## config.mk

```make
export PLATFORM = sky130hd
export DESIGN_NAME = chiplib_dispatch_pri_pipe_flat
export DESIGN_NICKNAME = d
export VERILOG_FILES = /design/src/rtl/chiplib_dispatch_pkg.sv /design/src/rtl/chiplib_dispatch_pri_pipe_if.sv /design/src/rtl/chiplib_dispatch_pri_pipe_node.sv /design/src/rtl/chiplib_dispatch_pri_pipe.sv /design/src/flat_wrapper.sv
export SDC_FILE = /design/constraint.sdc
export NUM_CORES = 1
export LEC_CHECK = 0
export CAP_MARGIN = 0
export CELL_PAD_IN_SITES_DETAIL_PLACEMENT = 2
export CELL_PAD_IN_SITES_GLOBAL_PLACEMENT = 2
export CORE_MARGIN = 2
export CORE_UTILIZATION = 38
export CTS_CLUSTER_SIZE = 40
export DETAILED_ROUTE_END_ITERATION = 8
export PLACE_DENSITY_LB_ADDON = 0.25
export SYNTH_ARGS = -nofsm -noshare
export SYNTH_HDL_FRONTEND = slang
export SYNTH_SLANG_ARGS = --single-unit
```

## constraint.sdc

```tcl
create_clock -name clk -period 4.6 [get_ports clk]
set_input_delay 0.69 -clock clk [delete_from_list [all_inputs] [get_ports clk]]
set_output_delay 0.69 -clock clk [all_outputs]
set_load 0.02 [all_outputs]
```

## src/rtl/chiplib_dispatch_pkg.sv

```systemverilog
// Elaboration helpers for the dispatch tree: level count, per-level slot counts,
// group sizing (last group holds the remainder) and per-level destination digits.
package chiplib_dispatch_pkg;

  function automatic int unsigned pow_int(input int unsigned base, input int unsigned power);
    int unsigned acc;
    acc = 1;
    for (int unsigned i = 0; i < power; i++) acc = acc * base;
    return acc;
  endfunction

  function automatic int unsigned num_levels(input int unsigned n, input int unsigned r);
    int unsigned cnt;
    int unsigned lv;
    cnt = n;
    lv  = 1;
    while (cnt > r) begin
      cnt = (cnt + r - 1) / r;
      lv++;
    end
    return lv;
  endfunction

  // Number of registered slots at the output of a given level (root = level 0).
  function automatic int unsigned level_slots(input int unsigned n, input int unsigned r,
                                              input int unsigned level);
    int unsigned span;
    span = pow_int(r, num_levels(n, r) - 1 - level);
    return (n + span - 1) / span;
  endfunction

  function automatic int unsigned slots_before(input int unsigned n, input int unsigned r,
                                               input int unsigned level);
    int unsigned sum;
    sum = 0;
    for (int unsigned m = 0; m < level; m++) sum += level_slots(n, r, m);
    return sum;
  endfunction

  function automatic int unsigned group_size(input int unsigned n, input int unsigned r,
                                             input int unsigned i);
    return ((i + 1) * r <= n) ? r : n - i * r;
  endfunction

  function automatic int unsigned dest_digit(input int unsigned dest, input int unsigned level,
                                             input int unsigned n, input int unsigned r);
    return (dest / pow_int(r, num_levels(n, r) - 1 - level)) % r;
  endfunction

endpackage

```

## src/rtl/chiplib_dispatch_pri_pipe_if.sv

```systemverilog
// Item-in bundle for the dispatcher: valid-only, no backpressure.
interface chiplib_dispatch_pri_pipe_if #(
  parameter int unsigned DestWidth     = 5,
  parameter int unsigned PriorityWidth = 3,
  parameter int unsigned PayloadWidth  = 30
);
  logic                     in_valid;
  logic [DestWidth-1:0]     in_dest;
  logic [PriorityWidth-1:0] in_pri;
  logic [PayloadWidth-1:0]  in_payload;

  modport master (output in_valid, in_dest, in_pri, in_payload);
  modport slave  (input  in_valid, in_dest, in_pri, in_payload);
endinterface

```

## src/rtl/chiplib_dispatch_pri_pipe_node.sv

```systemverilog
// One registered 1-to-NumOut demux stage: per-child valid flop plus a data flop
// that loads only when that child is selected.
module chiplib_dispatch_pri_pipe_node #(
  parameter int unsigned NumOut    = 2,
  parameter int unsigned SelWidth  = 1,
  parameter int unsigned DataWidth = 1
) (
  input  logic                             clk,
  input  logic                             rst_n,
  input  logic                             i_valid,
  input  logic [SelWidth-1:0]              i_sel,
  input  logic [DataWidth-1:0]             i_data,
  output logic [NumOut-1:0]                o_valid,
  output logic [NumOut-1:0][DataWidth-1:0] o_data
);
  logic [NumOut-1:0]                w_hit;
  logic [NumOut-1:0]                r_valid;
  logic [NumOut-1:0][DataWidth-1:0] r_data;

  always_comb begin
    w_hit = '0;
    for (int unsigned c = 0; c < NumOut; c++) w_hit[c] = i_valid && (i_sel == SelWidth'(c));
  end

  always_ff @(posedge clk or negedge rst_n) begin
    if (!rst_n) r_valid <= '0;
    else        r_valid <= w_hit;
  end

  always_ff @(posedge clk or negedge rst_n) begin
    if (!rst_n) begin
      r_data <= '0;
    end else begin
      for (int unsigned c = 0; c < NumOut; c++) begin
        if (w_hit[c]) r_data[c] <= i_data;
      end
    end
  end

  assign o_valid = r_valid;
  assign o_data  = r_data;
endmodule

```

## src/rtl/chiplib_dispatch_pri_pipe.sv

```systemverilog
// Pipelined 1-to-NumDst dispatcher: a radix-Radix tree of registered demux stages routes each
// tagged item to its destination port; illegal destinations are dropped at the root and counted.
module chiplib_dispatch_pri_pipe
  import chiplib_dispatch_pkg::*;
#(
  parameter  int unsigned NumDst        = 20,
  parameter  int unsigned NumPriorities = 5,
  parameter  int unsigned PayloadWidth  = 30,
  parameter  int unsigned Radix         = 6,
  localparam int unsigned DestWidth     = (NumDst > 1) ? $clog2(NumDst) : 1,
  localparam int unsigned PriorityWidth = (NumPriorities > 1) ? $clog2(NumPriorities) : 1,
  localparam int unsigned Latency       = num_levels(NumDst, Radix)
) (
  input  logic                                 clk,
  input  logic                                 rst_n,
  chiplib_dispatch_pri_pipe_if.slave           in_if,
  output logic [NumDst-1:0]                    out_valid,
  output logic [NumDst-1:0][PriorityWidth-1:0] out_pri,
  output logic [NumDst-1:0][PayloadWidth-1:0]  out_payload,
  output logic                                 err_bad_dest,
  output logic [7:0]                           drop_count
);
  localparam int unsigned ItemWidth  = PriorityWidth + PayloadWidth;
  localparam int unsigned MidWidth   = DestWidth + ItemWidth;
  localparam int unsigned SelWidth   = $clog2(Radix);
  localparam int unsigned CmpWidth   = DestWidth + 1;
  localparam int unsigned TotalSlots = slots_before(NumDst, Radix, Latency);
  localparam int unsigned LeafOffV   = TotalSlots - NumDst;
  localparam int unsigned LeafOffD   = LeafOffV * MidWidth;
  localparam int unsigned TotalData  = LeafOffD + NumDst * ItemWidth;

  // All tree slots, level by level; inner slots carry {dest, pri, payload}, leaves {pri, payload}.
  logic [TotalSlots-1:0] w_valid;
  logic [TotalData-1:0]  w_data;
  logic                  w_bad_dest;
  logic                  w_accept;
  logic                  r_err_bad_dest;
  logic [7:0]            r_drop_count;

  assign w_bad_dest = in_if.in_valid && ({1'b0, in_if.in_dest} >= CmpWidth'(NumDst));
  assign w_accept   = in_if.in_valid && !w_bad_dest;

  for (genvar k = 0; k < Latency; k++) begin : g_lvl
    localparam int unsigned NumNodes = (k == 0) ? 1 : level_slots(NumDst, Radix, k - 1);
    localparam int unsigned SlotW    = (k == Latency - 1) ? ItemWidth : MidWidth;
    localparam int unsigned OffV     = slots_before(NumDst, Radix, k);
    localparam int unsigned OffD     = OffV * MidWidth;

    for (genvar j = 0; j < NumNodes; j++) begin : g_node
      localparam int unsigned NumChild = group_size(level_slots(NumDst, Radix, k), Radix, j);
      logic                 w_src_valid;
      logic [DestWidth-1:0] w_src_dest;
      logic [ItemWidth-1:0] w_src_item;
      logic [SelWidth-1:0]  w_sel;
      logic [SlotW-1:0]     w_node_data;

      if (k == 0) begin : g_root
        assign w_src_valid = w_accept;
        assign w_src_dest  = in_if.in_dest;
        assign w_src_item  = {in_if.in_pri, in_if.in_payload};
      end else begin : g_inner
        localparam int unsigned PrevOffV = slots_before(NumDst, Radix, k - 1);
        assign w_src_valid              = w_valid[PrevOffV + j];
        assign {w_src_dest, w_src_item} = w_data[PrevOffV * MidWidth + j * MidWidth +: MidWidth];
      end

      // Leaves no longer need the destination, so it is stripped at the last stage.
      if (k == Latency - 1) begin : g_leaf
        assign w_node_data = w_src_item;
      end else begin : g_mid
        assign w_node_data = {w_src_dest, w_src_item};
      end

      assign w_sel = SelWidth'(dest_digit(32'(w_src_dest), k, NumDst, Radix));

      chiplib_dispatch_pri_pipe_node #(
        .NumOut   (NumChild),
        .SelWidth (SelWidth),
        .DataWidth(SlotW)
      ) u_node (
        .clk    (clk),
        .rst_n  (rst_n),
        .i_valid(w_src_valid),
        .i_sel  (w_sel),
        .i_data (w_node_data),
        .o_valid(w_valid[OffV + j * Radix +: NumChild]),
        .o_data (w_data[OffD + j * Radix * SlotW +: NumChild * SlotW])
      );
    end
  end

  assign out_valid = w_valid[LeafOffV +: NumDst];
  for (genvar d = 0; d < NumDst; d++) begin : g_out
    assign {out_pri[d], out_payload[d]} = w_data[LeafOffD + d * ItemWidth +: ItemWidth];
  end

  // Sticky error flag and saturating drop counter for illegal destinations.
  always_ff @(posedge clk or negedge rst_n) begin
    if (!rst_n) begin
      r_err_bad_dest <= 1'b0;
      r_drop_count   <= '0;
    end else if (w_bad_dest) begin
      r_err_bad_dest <= 1'b1;
      if (r_drop_count != 8'hFF) r_drop_count <= r_drop_count + 8'd1;
    end
  end

  assign err_bad_dest = r_err_bad_dest;
  assign drop_count   = r_drop_count;

  a_onehot: assert property (@(posedge clk) disable iff (!rst_n) $onehot0(out_valid));
  a_known:  assert property (@(posedge clk) disable iff (!rst_n) !$isunknown(out_valid));
endmodule
```

## src/flat_wrapper.sv

```systemverilog
// flat-port wrapper written by rule: the top's interface ports become plain ports
module chiplib_dispatch_pri_pipe_flat import chiplib_dispatch_pkg::*;
#(
  parameter  int unsigned NumDst        = 20,
  parameter  int unsigned NumPriorities = 5,
  parameter  int unsigned PayloadWidth  = 30,
  parameter  int unsigned Radix         = 6,
  localparam int unsigned DestWidth     = (NumDst > 1) ? $clog2(NumDst) : 1,
  localparam int unsigned PriorityWidth = (NumPriorities > 1) ? $clog2(NumPriorities) : 1,
  localparam int unsigned Latency       = num_levels(NumDst, Radix)
)
  (clk, rst_n, out_valid, out_pri, out_payload, err_bad_dest, drop_count, in_if_in_valid, in_if_in_dest, in_if_in_pri, in_if_in_payload);
  chiplib_dispatch_pri_pipe_if #(.PayloadWidth(PayloadWidth)) in_if_i ();
  input  logic clk;
  input  logic rst_n;
  output logic [NumDst-1:0] out_valid;
  output logic [NumDst-1:0][PriorityWidth-1:0] out_pri;
  output logic [NumDst-1:0][PayloadWidth-1:0] out_payload;
  output logic err_bad_dest;
  output logic [7:0] drop_count;
  input wire logic [$bits(in_if_i.in_valid)-1:0] in_if_in_valid;
  input wire logic [$bits(in_if_i.in_dest)-1:0] in_if_in_dest;
  input wire logic [$bits(in_if_i.in_pri)-1:0] in_if_in_pri;
  input wire logic [$bits(in_if_i.in_payload)-1:0] in_if_in_payload;
  assign in_if_i.in_valid = in_if_in_valid;
  assign in_if_i.in_dest = in_if_in_dest;
  assign in_if_i.in_pri = in_if_in_pri;
  assign in_if_i.in_payload = in_if_in_payload;
  chiplib_dispatch_pri_pipe #(.NumDst(NumDst), .NumPriorities(NumPriorities), .PayloadWidth(PayloadWidth), .Radix(Radix)) u_core (.clk(clk), .rst_n(rst_n), .in_if(in_if_i), .out_valid(out_valid), .out_pri(out_pri), .out_payload(out_payload), .err_bad_dest(err_bad_dest), .drop_count(drop_count));
endmodule
```

==> out/qor.csv <==
metric,value,unit
status,completed,
antenna violations before repair,4,
power share of the combinational group,0.387,
pwr dens,746.0,nW/µm²
post-route ant nets,0,
Place WS,0.7519,ns
CP startpoint kind,input port,
crit-path max FO,21,
Pleak,0.01982,µW
"commonest non-fill, non-tap cell in the layout",dfrtp_1,
CP arrival,3.76,ns
RSZ-0062 raised after global routing,false,
Post-Syn Area,31880,µm²
DIE AREA,86230,µm²
via count,19960,
chip width,293.7,µm
Synth async-reset ratio,1.000,
Peak Freq,306.7,MHz
worst slew pin tran,1.191,ns
CTS Sinks,845,
die height,293.7,µm
Post-CTS Setup Inserts,0,
CP Capture Type,flop,
sequential share of power,0.384,
Synth cell types,50,
Syn-to-layout area delta,37.09,%
CTS max path bufs,3,
Skew-Pair Late Insertion Delay,0.64,ns
share of the synthesized area in the top cell type,0.6632,
Initial Util,0.3822,
Max Slew Vio Count,0,
via/cell ratio,5.197,
Max VDD drop,0.0003809,V
Fin. Hold Viols,0,
Syn Area/Cell,16.78,µm²
ys flop type,dfrtp_1,
final worst slack,1.340,ns
DRC errors left,0,
worst hold path type,input port to asynchronous set/reset pin,
io pins,730,
wire per inst,30.76,µm
dominant cells by area after synthesis,"dfrtp_1, mux2_2, mux2_1, buf_2, buf_4",
yosys warns,0,
first-pass iteration count of the detailed router,4,
core area,83420,µm²
Final nets,2728,
Synth Instances,1900,
fin crit period,3.260,ns
"Worst Path Class, Setup",input port to flop,
GP Congestion,0.8137,
starting DRC count in detailed routing,654,
Clock Skew,0.03256,ns
Max H-tree Level,3,
hold_ws,0.04169,ns
post-synth top area cell,dfrtp_1,
largest net degree at the start of global routing,111,
total clock buffers created by CTS,93,
fraction of layout cells with a size suffix above 1,0.3475,
row cnt,106,
Max Cap Viol,0,
Final Cycle Share,0.7088,
DP HPWL,80.67,mm
CTS tree,done,
hold buffer count at CTS,0,
final WL,118.1,mm
GR Util All Layers,0.2757,
vias in the first global route,23560,
clock power share,0.229,
Post-Syn Nets,1947,
"EDFF count, synth",0,
final setup fails,0,
Setup TNS,0,ns
total global routing overflow,0,
Synth Register Bits,845,
sw frac,0.3631,
IO Port Bufs,729,
clock tree root buffer cell,clkbuf_16,
Switching Power,11840,µW
sequential cell area fraction in the yosys report,0.6632,
CTS resizes,0,
clock slew at reported path FFs,0.06,ns
Cell Int Power,20770,µW
filler cell count,7447,
Worst slew margin,0.2032,
Reg2Reg Depth,6,
first-pass GRT wire length,174.1,mm
"Req. time, crit path",5.10,ns
highest-count cells in the layout ignoring fill and taps,"dfrtp_1, mux2_2, clkdlybuf4s50_1",
## path summary, 6_finish.rpt
| kind | to | from | slack (ns) |
|---|---|---|---|
| max | u_core.g_lvl[0].g_node[0].u_node.o_data[55]$_DFFE_PN0P_ | in_if_in_dest[3] | 1.34 |
| min reg2reg | u_core.err_bad_dest$_DFFE_PN0P_ | u_core.err_bad_dest$_DFFE_PN0P_ | 0.47 |
| max in group asynchronous | u_core.g_lvl[1].g_node[0].u_node.o_data[154]$_DFFE_PN0P_ | rst_n | 3.20 |
| max reg2reg | u_core.g_lvl[1].g_node[0].u_node.o_data[168]$_DFFE_PN0P_ | u_core.g_lvl[0].g_node[0].u_node.o_data[37]$_DFFE_PN0P_ | 1.36 |
| min in group clk | u_core.err_bad_dest$_DFFE_PN0P_ | u_core.err_bad_dest$_DFFE_PN0P_ | 0.47 |
| min | u_core.g_lvl[1].g_node[1].u_node.o_data[107]$_DFFE_PN0P_ | rst_n | 0.04 |
## critical path: stages
cell	delay (ns)
clkdlybuf4s50_1	0.69
ha_1	0.31
nand3b_1	0.19
a311oi_1	0.55
o22ai_1	0.24
nand2_2	0.45
buf_12	0.25
mux2_2	0.36
## layout make-up
class	count	area (µm²)	area share
inverter	13	48.80	0.001116
clock buffer	143	2768	0.06332
clock inverter	28	294.0	0.006727
timing repair buffer	777	7812	0.1787
multi-input combinational	951	10280	0.2352
antenna	4	10.01	0.0002290
tap	1080	1351	0.03092
sequential	845	21150	0.4838
## synth_stat cells (5+ instances only)
library cell  count
a21oi_1           6
ha_1              6
buf_2            52
mux2_1           68
mux2_2          735
nand3_1           6
and2_1            6
buf_4            18
dfrtp_1         845
and3b_1           6
nor4bb_1          5
xnor2_1           7
nand2b_1          6
nand2_1          22
buf_6             6
o21ai_0           7
nor3_4            6
inv_1            13
nor2_1            8
clkbuf_1         15
## layer usage
metal,share of wire,track usage,vias to the layer above
met2,0.52,0.4899,621
li1,-,-,8329
met4,0.041,0.1061,2
met3,0.060,0.07062,198
met5,0.00011,0,-
met1,0.38,0.3181,10810
## power groups by stage
stage          Sequential (µW)  Combinational [µW]  Clock (µW)
4_1_cts                  12500               12700        7660
3_5_place_dp             12500               12500           0
6_report                 12500               12600        7480
5_1_grt                  12900               13100        7960
2_1_floorplan            14900                2760           0
3_3_place_gp             12200               12200           0
## logic make-up (layout without fill, tap and decap cells)
| group | count (synthesis) | in the layout | share of synthesized area |
|---|---|---|---|
| multiplexers | 803 | 803 | 0.2836 |
| AND/OR/NAND/NOR | 99 | 99 | 0.02264 |
| AO/OA/AOI/OAI | 34 | 34 | 0.007849 |
| other | 0 | 4 | 0 |
| flip-flops | 845 | 845 | 0.6632 |
| adder cells (fa/ha/maj) | 6 | 6 | 0.002355 |
| XOR/XNOR | 9 | 9 | 0.002473 |
| buffers and inverters | 104 | 961 | 0.01782 |
## metrics by stage
step                      area [µm²]    util  power, µW  cells
after floorplan                31880       -      17620   1900
after global placement         40640  0.4871      24450   3666
after detailed placement       40640  0.4871      25070   3666
after CTS                      43700  0.5238      32940   3837
after global routing           43700  0.5239      33980   3839
final                          43710  0.5239      32610   3841
## sequential cells by signal (all words and copies together), names as in the netlist
signal,cells
u_core.drop_count,8
u_core.g_lvl.g_node.u_node.o_valid,24
u_core.err_bad_dest,1
u_core.g_lvl.g_node.u_node.o_data,812
Note: power is estimated with default switching activity, not from simulation.
